`src/rtl/phys_reg_wb_arbiter_pkg.sv`:
```
// Shared constants and types for the physical-register writeback arbiter.
package phys_reg_wb_arbiter_pkg;

  localparam int unsigned DEF_NUM_REQ       = 3;
  localparam int unsigned DEF_NUM_PHYS_REGS = 64;

  localparam logic BUSY_SET = 1'b1;
  localparam logic BUSY_CLR = 1'b0;

  // Source that drives the busy-list port in a given cycle
  typedef enum logic [1:0] {
    BSRC_NONE,
    BSRC_ALLOC,
    BSRC_PEND,
    BSRC_DIRECT
  } busy_src_e;

  // Physical register index width (LOG_PHYS), at least one bit
  function automatic int unsigned log_phys(input int unsigned n);
    return (n > 1) ? $clog2(n) : 1;
  endfunction

endpackage

```
`src/rtl/rr_arbiter.sv`:
```
// NUM_REQ-wide round-robin arbiter: combinational one-hot grant, registered search pointer.
module rr_arbiter #(
  parameter int unsigned NUM_REQ = 3
) (
  input  logic               clk,
  input  logic               reset,
  input  logic [NUM_REQ-1:0] req,
  input  logic               en,
  output logic [NUM_REQ-1:0] grant
);

  localparam int unsigned PTR_W = (NUM_REQ > 1) ? $clog2(NUM_REQ) : 1;

  logic [PTR_W-1:0] ptr_q, ptr_d;
  logic [PTR_W-1:0] sel;
  logic             found;

  always_comb begin
    grant = '0;
    ptr_d = ptr_q;
    found = 1'b0;
    sel   = '0;
    if (!reset && en) begin
      for (int unsigned off = 0; off < NUM_REQ; off++) begin
        sel = PTR_W'((32'(ptr_q) + off) % NUM_REQ);
        if (!found && req[sel]) begin
          found      = 1'b1;
          grant[sel] = 1'b1;
          ptr_d      = PTR_W'((32'(sel) + 1) % NUM_REQ);
        end
      end
    end
  end

  always_ff @(posedge clk) begin
    if (reset) begin
      ptr_q <= '0;
    end else begin
      ptr_q <= ptr_d;
    end
  end

endmodule

```
`src/rtl/phys_reg_wb_arbiter.sv`:
```
// Shares the register-file write port and busy-list port between writeback units and rename.
// Optional per-requester stall counters: define WB_ARB_STALL_CNT_EN.
module phys_reg_wb_arbiter
  import phys_reg_wb_arbiter_pkg::*;
#(
  parameter  int unsigned NUM_PHYS_REGS = DEF_NUM_PHYS_REGS,
  parameter  int unsigned NUM_REQ       = DEF_NUM_REQ,
  parameter  int unsigned PEND_DEPTH    = 2,
  localparam int unsigned LOG_PHYS      = log_phys(NUM_PHYS_REGS)
) (
  input  logic                         CLK,
  input  logic                         RESET,
  input  logic [NUM_REQ-1:0]           Req_IN,
  input  logic [NUM_REQ*LOG_PHYS-1:0]  ReqReg_IN,
  input  logic [NUM_REQ*32-1:0]        ReqData_IN,
  output logic [NUM_REQ-1:0]           Grant_OUT,
  input  logic                         Alloc_IN,
  input  logic [LOG_PHYS-1:0]          AllocReg_IN,
  output logic [LOG_PHYS-1:0]          RegWrite_OUT,
  output logic [31:0]                  DataWrite_OUT,
  output logic                         Write_OUT,
  output logic [LOG_PHYS-1:0]          BusyReg_OUT,
  output logic                         SetBusy_OUT,
  output logic                         BusyValue_OUT
`ifdef WB_ARB_STALL_CNT_EN
  ,output logic [NUM_REQ*16-1:0]       StallCnt_OUT
`endif
);

  localparam int unsigned PW = (PEND_DEPTH > 1) ? $clog2(PEND_DEPTH) : 1;
  localparam int unsigned CW = $clog2(PEND_DEPTH + 1);

  logic [NUM_REQ-1:0]  grant;
  logic                arb_en, wb_fire;
  logic [LOG_PHYS-1:0] wb_reg;
  logic [31:0]         wb_data;

  logic [LOG_PHYS-1:0] pend_reg_q [PEND_DEPTH];
  logic [LOG_PHYS-1:0] pend_reg_d [PEND_DEPTH];
  logic [PEND_DEPTH-1:0] pend_vld_q, pend_vld_d;
  logic [PW-1:0]       head_q, head_d, tail_q, tail_d, scan_idx, hit_idx;
  logic [CW-1:0]       cnt_q, cnt_d, pops, pop_n;
  logic                pend_full, pend_hit, enq;
  busy_src_e           busy_src;

  logic                write_q, write_d, set_busy_q, set_busy_d, busy_val_q, busy_val_d;
  logic [LOG_PHYS-1:0] reg_wr_q, reg_wr_d, busy_reg_q, busy_reg_d;
  logic [31:0]         data_wr_q, data_wr_d;

  // A granted clear must always find a slot: block grants only when nothing can dequeue
  assign pend_full = (cnt_q == CW'(PEND_DEPTH));
  assign arb_en    = !(pend_full && Alloc_IN);

  rr_arbiter #(.NUM_REQ(NUM_REQ)) u_rr_arbiter (
    .clk   (CLK),
    .reset (RESET),
    .req   (Req_IN),
    .en    (arb_en),
    .grant (grant)
  );

  assign Grant_OUT = grant;
  assign wb_fire   = |grant;

  always_comb begin
    wb_reg  = '0;
    wb_data = '0;
    for (int unsigned i = 0; i < NUM_REQ; i++) begin
      if (grant[i]) begin
        wb_reg  = ReqReg_IN[i*LOG_PHYS +: LOG_PHYS];
        wb_data = ReqData_IN[i*32 +: 32];
      end
    end
  end

  // Oldest still-valid queued clear; invalidated entries ahead of it are popped with it
  always_comb begin
    pend_hit = 1'b0;
    hit_idx  = '0;
    pops     = '0;
    scan_idx = '0;
    for (int unsigned i = 0; i < PEND_DEPTH; i++) begin
      scan_idx = head_q + PW'(i);
      if (!pend_hit && (i < 32'(cnt_q)) && pend_vld_q[scan_idx]) begin
        pend_hit = 1'b1;
        hit_idx  = scan_idx;
        pops     = CW'(i + 1);
      end
    end
  end

  always_comb begin
    pend_reg_d = pend_reg_q;
    pend_vld_d = pend_vld_q;
    tail_d     = tail_q;
    busy_src   = BSRC_NONE;
    enq        = 1'b0;
    pop_n      = '0;
    write_d    = wb_fire;
    reg_wr_d   = wb_fire ? wb_reg : reg_wr_q;
    data_wr_d  = wb_fire ? wb_data : data_wr_q;

    if (Alloc_IN) begin
      busy_src = BSRC_ALLOC;
      enq      = wb_fire;
      for (int unsigned i = 0; i < PEND_DEPTH; i++) begin
        if (pend_reg_q[i] == AllocReg_IN) pend_vld_d[i] = 1'b0;
      end
    end else if (pend_hit) begin
      busy_src = BSRC_PEND;
      pop_n    = pops;
      enq      = wb_fire;
    end else begin
      pop_n = cnt_q;
      if (wb_fire) busy_src = BSRC_DIRECT;
    end

    set_busy_d = 1'b1;
    busy_val_d = BUSY_CLR;
    busy_reg_d = busy_reg_q;
    case (busy_src)
      BSRC_ALLOC: begin
        busy_val_d = BUSY_SET;
        busy_reg_d = AllocReg_IN;
      end
      BSRC_PEND:   busy_reg_d = pend_reg_q[hit_idx];
      BSRC_DIRECT: busy_reg_d = wb_reg;
      default: begin
        set_busy_d = 1'b0;
        busy_val_d = busy_val_q;
      end
    endcase

    head_d = (PEND_DEPTH == 1) ? '0 : head_q + PW'(pop_n);
    cnt_d  = cnt_q - pop_n;
    if (enq) begin
      pend_reg_d[tail_q] = wb_reg;
      pend_vld_d[tail_q] = 1'b1;
      tail_d             = (PEND_DEPTH == 1) ? '0 : tail_q + PW'(1);
      cnt_d              = cnt_d + CW'(1);
    end
  end

  always_ff @(posedge CLK) begin
    if (RESET) begin
      write_q    <= 1'b0;
      reg_wr_q   <= '0;
      data_wr_q  <= '0;
      set_busy_q <= 1'b0;
      busy_val_q <= 1'b0;
      busy_reg_q <= '0;
      pend_vld_q <= '0;
      head_q     <= '0;
      tail_q     <= '0;
      cnt_q      <= '0;
      for (int unsigned i = 0; i < PEND_DEPTH; i++) pend_reg_q[i] <= '0;
    end else begin
      write_q    <= write_d;
      reg_wr_q   <= reg_wr_d;
      data_wr_q  <= data_wr_d;
      set_busy_q <= set_busy_d;
      busy_val_q <= busy_val_d;
      busy_reg_q <= busy_reg_d;
      pend_vld_q <= pend_vld_d;
      head_q     <= head_d;
      tail_q     <= tail_d;
      cnt_q      <= cnt_d;
      pend_reg_q <= pend_reg_d;
    end
  end

  assign Write_OUT     = write_q;
  assign RegWrite_OUT  = reg_wr_q;
  assign DataWrite_OUT = data_wr_q;
  assign SetBusy_OUT   = set_busy_q;
  assign BusyValue_OUT = busy_val_q;
  assign BusyReg_OUT   = busy_reg_q;

`ifdef WB_ARB_STALL_CNT_EN
  logic [15:0] stall_cnt_q [NUM_REQ];
  logic [15:0] stall_cnt_d [NUM_REQ];

  always_comb begin
    StallCnt_OUT = '0;
    for (int unsigned i = 0; i < NUM_REQ; i++) begin
      stall_cnt_d[i] = stall_cnt_q[i];
      if (Req_IN[i] && !grant[i] && (stall_cnt_q[i] != 16'hFFFF))
        stall_cnt_d[i] = stall_cnt_q[i] + 16'd1;
      StallCnt_OUT[i*16 +: 16] = stall_cnt_q[i];
    end
  end

  always_ff @(posedge CLK) begin
    if (RESET) begin
      for (int unsigned i = 0; i < NUM_REQ; i++) stall_cnt_q[i] <= '0;
    end else begin
      stall_cnt_q <= stall_cnt_d;
    end
  end
`endif

endmodule
```
`config.mk`:
```
export PLATFORM = sky130hd
export DESIGN_NAME = phys_reg_wb_arbiter
export DESIGN_NICKNAME = d
export VERILOG_FILES = /design/src/rtl/phys_reg_wb_arbiter_pkg.sv /design/src/rtl/rr_arbiter.sv /design/src/rtl/phys_reg_wb_arbiter.sv
export SDC_FILE = /design/constraint.sdc
export NUM_CORES = 1
export LEC_CHECK = 0
export CORE_UTILIZATION = 43
export DETAILED_ROUTE_END_ITERATION = 10
export GPL_TIMING_DRIVEN = 0
export MAX_ROUTING_LAYER = met4
export PLACE_DENSITY = 0.82
export SLEW_MARGIN = 20
export SYNTH_ARGS = -nofsm -noshare
export SYNTH_HDL_FRONTEND = slang
export SYNTH_SLANG_ARGS = --single-unit
```
`constraint.sdc`:
```
create_clock -name CLK -period 3.08 [get_ports CLK]
set_clock_uncertainty 0.1 [all_clocks]
set_input_delay 0.616 -clock CLK [delete_from_list [all_inputs] [get_ports CLK]]
set_output_delay 0.616 -clock CLK [all_outputs]
set_load 0.1 [all_outputs]
```
==> metrics.md, run 1 <==
| Metric | Value |
|---|---|
| Outcome | complete, no violations |
| Largest net degree at the start of global routing | 17 |
| Die H | 98.8 um |
| Synth Instances | 503 |
| Clk Latency, worst-skew pair | 0.35 ns |
| # hold bufs at CTS | 0 |
| Crit path capture | Grant_OUT[0] |
| Routed WL per cell | 19.0 um |
| Synth Area in XOR/XNOR | around 3.3% |
| Busiest metal layer after global routing | met2 |
| GR met2 Demand/Resource | 53.0% |
| Yosys cell types | 65 |
| RSZ-0062 raised after global routing | true |
| Top-count cell post-synth | a21oi_1 |
| Cells after DPL | 784 |
| Worst slew pin tran | 1.02 ns |
| Post-synth top area cell | dfxtp_1 |
| Clk buf depth | 2 |
| Core Area | a little under 0.009 mm2 |
| # rows | 34 |
| Tmin final | 3.01 ns |
| Register bit count reported by yosys | 67 |
| Commonest cells post-synth | a21oi_1, dfxtp_1, nand3_1 |
| Final count of hold timing violations | 0 |
| Initial antenna violation count | 0 |
| Crit path max fanout | 4 |
| RR Startpoint | u_rr_arbiter.ptr_q[1]$_SDFFE_PP0P_ |
| Power density over the cells | between 1000 and 1500 mW/mm2 |
| Area share of fa/ha/maj cells after synthesis | 1.86% |
| Vias per cell | 5.98 |
| Root Driver | clkbuf_8 |
| Number of diodes | 0 |
| Post-synth ARST share | 0% |
| Die span in x | 98.8 um |
| Critical Path RT | roughly 2.4 ns |
| DRT iter0 DRCs | around 320 |
| Area post-placement | 0.00591 mm2 |
| Global-route wire length before repair | 23400 um |
| Top post-synthesis cells by area | dfxtp_1, a21oi_1, nand3_1, a21o_1, o21ai_0 |
| Leak pwr | 2.49 nW |
| Net count, final | 821 |
| YS warnings | 0 |
| DP Worst Slack | -1.38 ns |
| Critical Path Source | u_rr_arbiter.ptr_q[0]$_SDFFE_PP0P_ |
| Worst path cell trace | inv_2 > ha_4 > mux2i_2 > or2_1 > a41o_1 > mux2i_2 > buf_6 > nor2_2 > buf_12 |
| Setup ws final | 0.0728 ns |
| Antenna Nets Post-Route | 0 |
| Netlist Area Pre-Place | 0.00403 mm2 |
| Fill count | between 700 and 800 |
| CTS Sinks | 67 |
| Top-area cell type share of the netlist area | 33.3% |
| Largest family of logic cells by synthesized area | compound AO/OA/AOI/OAI gates |
| Top-Level Pins | 176 |
| Num CTS Buffers | 9 |
| Reg-to-Reg End | BusyReg_OUT[5]$_SDFFE_PP0P_ |
| Dominant synthesized flop cell | dfxtp_1 |
| FF-to-FF setup slack | 0.17 ns |
| Synth Area in Simple Gates | about 18% |
| Setup crit start kind | flop |
| GRT Overall Usage | 31.4% |
| Clock transition at path regs | 0.08 ns |
| Slew HR | about a third |
| Largest stage delay, worst path | 0.35 ns |
| Setup CP Type | reg -> out |
| Port-buffer cells | about 170 |
| Crit. End Element | primary output |
| First-pass DRT Iterations | 5 |
| CTS tree | done |
| R2R depth | 10 |
| Routed wire length | 15200 um |
| Post-synthesis sequential area ratio | 33.3% |
| Die area | 0.00976 mm2 |
| M3 GR Usage | ~4.6% |
| H-tree depth | 3 |
| DRC violations left | 0 |
| Routed via count | 4793 |
| Layout cells sized above 1 | approximately an eighth |
| Max VDD drop | around 0.57 mV |
| Tcrit/Tclk final | 97.6% |
| Mux contribution to synthesized area | 3.88% |
| Crit path DAT | 2.29 ns |
| GP Congestion | 0.909 |
| CP max-delay cell | dfxtp_2 |
| Hold Path Class | reg -> reg |
| Layout area overhead | 55.2% |
| Post-synth EDFFs | 0 |
| Net Count, Synth | 635 |
| Setup TNS | 0 ns |
| Most used cell, CP | mux2i_2 |
| Dpl hpwl | 11500 um |
| M1 GR Usage | about two fifths |
| Final Non-Filler Cells | 802 |
| Grt total ovfl | 0 |
| Vias in the first global route | 4641 |
| Final setup fails | 0 |
| Final slew viol count | 0 |
| Fin area | 0.00625 mm2 |
| Max Cap Viol | 0 |
| Syn avg cell area | 8.01 um2 |
| Synth Area in Compound Gates | 33.7% |
| Initial Util | 45.3% |
| F_max | roughly 330 MHz |
==> flip-flops by register name, summed over array words and instances (netlist names) <==
signal,cells
DataWrite_OUT,32
pend_reg_q,12
BusyReg_OUT,6
RegWrite_OUT,6
cnt_q,2
pend_vld_q,2
u_rr_arbiter.ptr_q,2
BusyValue_OUT,1
SetBusy_OUT,1
Write_OUT,1
head_q,1
tail_q,1
==> critical path: cells and delay by family (launching register included) <==
kind	cells	cell delay [ns]
buffers and inverters	3	0.38
muxes	2	0.38
DFF	1	0.35
and+or+nand+nor	2	0.29
AOI/OAI and AO/OA	1	0.27
adders and majority gates	1	0.25
==> metrics by stage <==
step / power [mW] / utilization [%] / hold slack, ns
final: 7.00 / 70.3 / 0.352
after global routing: 7.31 / 70.3 / 0.370
after CTS: 6.91 / 70.0 / 0.357
after detailed placement: 6.01 / 66.5 / 0.339
after global placement: 5.94 / 66.5 / 0.334
after floorplan: 4.84 / - / 0.360
==> worst min path at each step <==
stage / from / end / slack, ns / cells after the start
after detailed placement: DataWrite_OUT[17]$_SDFFE_PP0P_ / DataWrite_OUT[17]$_SDFFE_PP0P_ / 0.34 / 1
after global routing: DataWrite_OUT[8]$_SDFFE_PP0P_ / DataWrite_OUT[8]$_SDFFE_PP0P_ / 0.37 / 1
final: DataWrite_OUT[21]$_SDFFE_PP0P_ / DataWrite_OUT[21]$_SDFFE_PP0P_ / 0.35 / 1
after global placement: DataWrite_OUT[2]$_SDFFE_PP0P_ / DataWrite_OUT[2]$_SDFFE_PP0P_ / 0.33 / 1
after CTS: DataWrite_OUT[8]$_SDFFE_PP0P_ / DataWrite_OUT[8]$_SDFFE_PP0P_ / 0.36 / 1
after floorplan: pend_reg_q[2]$_SDFFE_PP0P_ / pend_reg_q[2]$_SDFFE_PP0P_ / 0.36 / 2
==> timing repair <==
action,4_1_cts,5_1_grt
setup buffers,4,1
gates resized for setup,40,12
endpoints found under the setup margin,3,22
pin swaps,2,3
==> cells by family (layout without fill, tap and decap cells) <==
| kind of cell | Yosys count | after routing |
|---|---|---|
| AOI/OAI and AO/OA | 207 | 207 |
| and+or+nand+nor | 143 | 143 |
| DFF | 67 | 67 |
| buffers and inverters | 50 | 241 |
| xor gates and xnor gates | 15 | 15 |
| muxes | 15 | 15 |
| adders and majority gates | 6 | 6 |
==> layer usage <==
layer,up-vias,part of all wire [%]
li1,2213,-
met1,2273,41
met2,269,49
met3,38,7.9
met4,0,2.5
met5,-,0
==> power by group <==
part           leakage (nW)  internal [mW]  switching, mW  total (mW)
sequential            0.554           1.16          0.181        1.34
combinational          1.83           1.52           3.38        4.91
clock                 0.102          0.396          0.364       0.760
==> placed cells by master, fill, tap and decap left out, types with 5 or more instances in the layout <==
| cell | n |
|---|---|
| clkdlybuf4s50_1 | 169 |
| a21oi_1 | 75 |
| dfxtp_1 | 66 |
| nand3_1 | 47 |
| o21ai_0 | 44 |
| a21o_1 | 31 |
| nor2_1 | 29 |
| nand2_1 | 22 |
| clkbuf_1 | 14 |
| nand2b_1 | 11 |
| buf_2 | 10 |
| clkbuf_8 | 10 |
| xnor2_1 | 9 |
| inv_1 | 8 |
| buf_4 | 7 |
| mux2i_1 | 7 |
| a22o_1 | 7 |
| buf_6 | 6 |
| nor3_1 | 6 |
| o211ai_1 | 6 |
| xor2_1 | 6 |
| mux2_2 | 5 |
==> layout make-up <==
class	instances	area (um2)	share of cell area, %
multi-input cells	386	2540	40.6
clock buffers	10	138	2.20
flip-flops and latches	67	1340	21.5
plain buffers	36	206	3.30
inverters	11	41.3	0.660
repair buffers	178	1790	28.6
well taps	108	135	2.16
clock inverters	6	65.1	1.04
No activity file was read; power rests on OpenSTA's default activity.
==> run 2: changes to the inputs <==
SKIP_CTS_REPAIR_TIMING = 1   (was not set)
==> run 2 against run 1 <==
Effect of this change: sequential share of layout area fell by 0.38 points; sequential cell count did not move; via count rose by 0.19%; combinational power rose by 3%; final cell count rose by 1.5%; die area did not move; total power rose by 1.8%; core utilization rose by 1.3 points.
==> metrics.md, run 2 (synthesized netlist as in run 1, its figures left out) <==
| Metric | Value |
|---|---|
| Outcome | complete, no violations |
| GRT Overall Usage | 31.0% (-0.37 points) |
| F_max | 332 MHz (-0.16%) |
| Final Non-Filler Cells | 814 (+1.5%) |
| Setup TNS | 0 ns (unchanged) |
| CTS Sinks | 67 (unchanged) |
| DRT iter0 DRCs | 314 (-2.2%) |
| Fin area | 0.00637 mm2 (+1.9%) |
| H-tree depth | 3 (unchanged) |
| Routed via count | 4802 (+0.19%) |
| Most frequent cells in the layout | clkdlybuf4s50_1, a21oi_1, dfxtp_1 |
| Clock share of power | 10.5% (-0.4 points) |
| Vias per cell | 5.90 (-1.3%) |
| Register area | 0.00134 mm2 (about the same) |
| Final setup fails | 0 (unchanged) |
| Switch share | 55.5% (-0.56 points) |
| Grt total ovfl | 0 (unchanged) |
| Port-buffer cells | 173 (unchanged) |
| Net Switching | 3.96 mW (+0.81%) |
| Worst path cell trace | inv_2 > ha_4 > clkbuf_4 > nand4b_1 > o21ai_1 > a41o_1 > mux2i_4 > buf_6 > nor2_2 > buf_8 |
| Vias in the first global route | 4615 (-0.56%) |
| Sequential Power Share | 18.8% (-0.3 points) |
| Tcrit/Tclk final | 97.8% (+0.16 points) |
| Setup crit start kind | flop |
| Clock transition at path regs | 0.08 ns (about the same) |
| CP max-delay cell | dfxtp_2 |
| # rows | 34 (unchanged) |
| Number of diodes | 0 (unchanged) |
| Hold Path Class | reg -> reg |
| Core Area | 0.00889 mm2 (unchanged) |
| DRC violations left | 0 (unchanged) |
| Setup CP Type | reg -> out |
| CTS tree | done |
| Fill count | 709 (-2.1%) |
| First-pass DRT Iterations | 5 (unchanged) |
| Crit path DAT | 2.30 ns (about the same) |
| Area of the multi-input gates | 0.00256 mm2 (+1.1%) |
| Largest net degree at the start of global routing | 13 (-4) |
| Critical Path RT | 2.36 ns (about the same) |
| Crit. End Element | primary output |
| Cells after DPL | 784 (unchanged) |
| Final core utilization | 71.7% (+1.3 points) |
| Num CTS Buffers | 9 (unchanged) |
| Die area | 0.00976 mm2 (unchanged) |
| Most common cell after layout, fill and taps aside | clkdlybuf4s50_1 |
| Gate power share | 70.7% (+0.6 points) |
| Crit path max fanout | 10 (+6) |
| Max FFs per register | 32 (unchanged) |
| Largest stage delay, worst path | 0.35 ns (about the same) |
| Max VDD drop | 0.576 mV (+1.2%) |
| Final slew viol count | 0 (unchanged) |
| Global-route wire length before repair | 23100 um (-1.2%) |
| Power density over the cells | 1120 mW/mm2 (about the same) |
| Tmin final | 3.01 ns (+0.00482 ns) |
| Cell internal pwr | 3.17 mW (+3.1%) |
| Die H | 98.8 um (unchanged) |
| Dpl hpwl | 11500 um (unchanged) |
| Clk buf depth | 2 (unchanged) |
| Die span in x | 98.8 um (unchanged) |
| Top-Level Pins | 176 (unchanged) |
| Slew HR | 31.7% (-0.044 points) |
| Total power | 7.13 mW (+1.8%) |
| Initial antenna violation count | 0 (unchanged) |
| Root Driver | clkbuf_8 |
| Routed wire length | 15400 um (+1.1%) |
| Routed WL per cell | 18.9 um (-0.37%) |
| Initial Util | 45.3% (unchanged) |
| GP Congestion | 0.909 (unchanged) |
| Final count of hold timing violations | 0 (unchanged) |
| Clk Latency, worst-skew pair | 0.34 ns (about the same) |
| Leak pwr | 2.56 nW (+2.9%) |
| Area post-placement | 0.00591 mm2 (unchanged) |
| Net count, final | 833 (+1.5%) |
| Max Cap Viol | 0 (unchanged) |
| Antenna Nets Post-Route | 0 (unchanged) |
| Layout cells sized above 1 | 14.2% (+1.6 points) |
| Layout area overhead | 58.1% |
| Worst slew pin tran | 1.02 ns (+0.000659 ns) |
[run 2: cell types whose count changed in the layout (fill, tap and decap cells not counted), sizes merged]
cell          before  now
buf               28   38
clkbuf            26   28
dlygate4sd2        1    0
dlymetal6s2s       0    1
[run 2: final timing paths]
path	start	end	slack, ns	cells after the start
setup / recovery	u_rr_arbiter.ptr_q[0]$_SDFFE_PP0P_	Grant_OUT[0]	0.07	10
hold / removal	DataWrite_OUT[19]$_SDFFE_PP0P_	DataWrite_OUT[19]$_SDFFE_PP0P_	0.35	1
setup reg to reg	u_rr_arbiter.ptr_q[0]$_SDFFE_PP0P_	pend_reg_q[6]$_SDFFE_PP0P_	0.14	13
hold reg to reg	DataWrite_OUT[19]$_SDFFE_PP0P_	DataWrite_OUT[19]$_SDFFE_PP0P_	0.35	1
[run 2: cell type report]
| type | instances | area share [%] |
|---|---|---|
| well taps | 108 | 2.12 |
| clock buffers | 10 | 2.16 |
| repair buffers | 188 | 29.3 |
| plain buffers | 38 | 3.48 |
| inverters | 11 | 0.648 |
| multi-input cells | 386 | 40.2 |
| flip-flops and latches | 67 | 21.1 |
| clock inverters | 6 | 1.02 |
[run 2: through the flow]
stage	hold WS (ns)	setup WS [ns]
after global routing	0.371	-0.0259
after detailed placement	0.339	-1.38
after CTS	0.357	-1.50
after floorplan	0.360	-0.227
after global placement	0.334	-1.32
final	0.352	0.0680
[run 2: layer usage]
layer / track usage [%] / part of all wire, %
met3: 4.54 / 8.9
met1: 38.0 / 40
met4: 12.4 / 2.7
met2: 51.3 / 48
met5: - / 0
[run 2: power by group through the flow]
stage          Sequential [mW]  Clock [mW]  Combinational, mW
6_report                  1.34       0.752               5.04
5_1_grt                   1.36       0.799               5.30
4_1_cts                   1.33       0.761               4.68
3_5_place_dp              1.34           0               4.66
3_3_place_gp              1.33           0               4.60
2_1_floorplan             2.93           0               1.90
[run 2: critical path, delay by kind of cell (launching register included)]
kind                       cells  cell delay [ns]
buffers and inverters          4             0.61
DFF                            1             0.35
AOI/OAI and AO/OA              2             0.32
adders and majority gates      1             0.28
muxes                          1             0.20
and+or+nand+nor                2             0.17
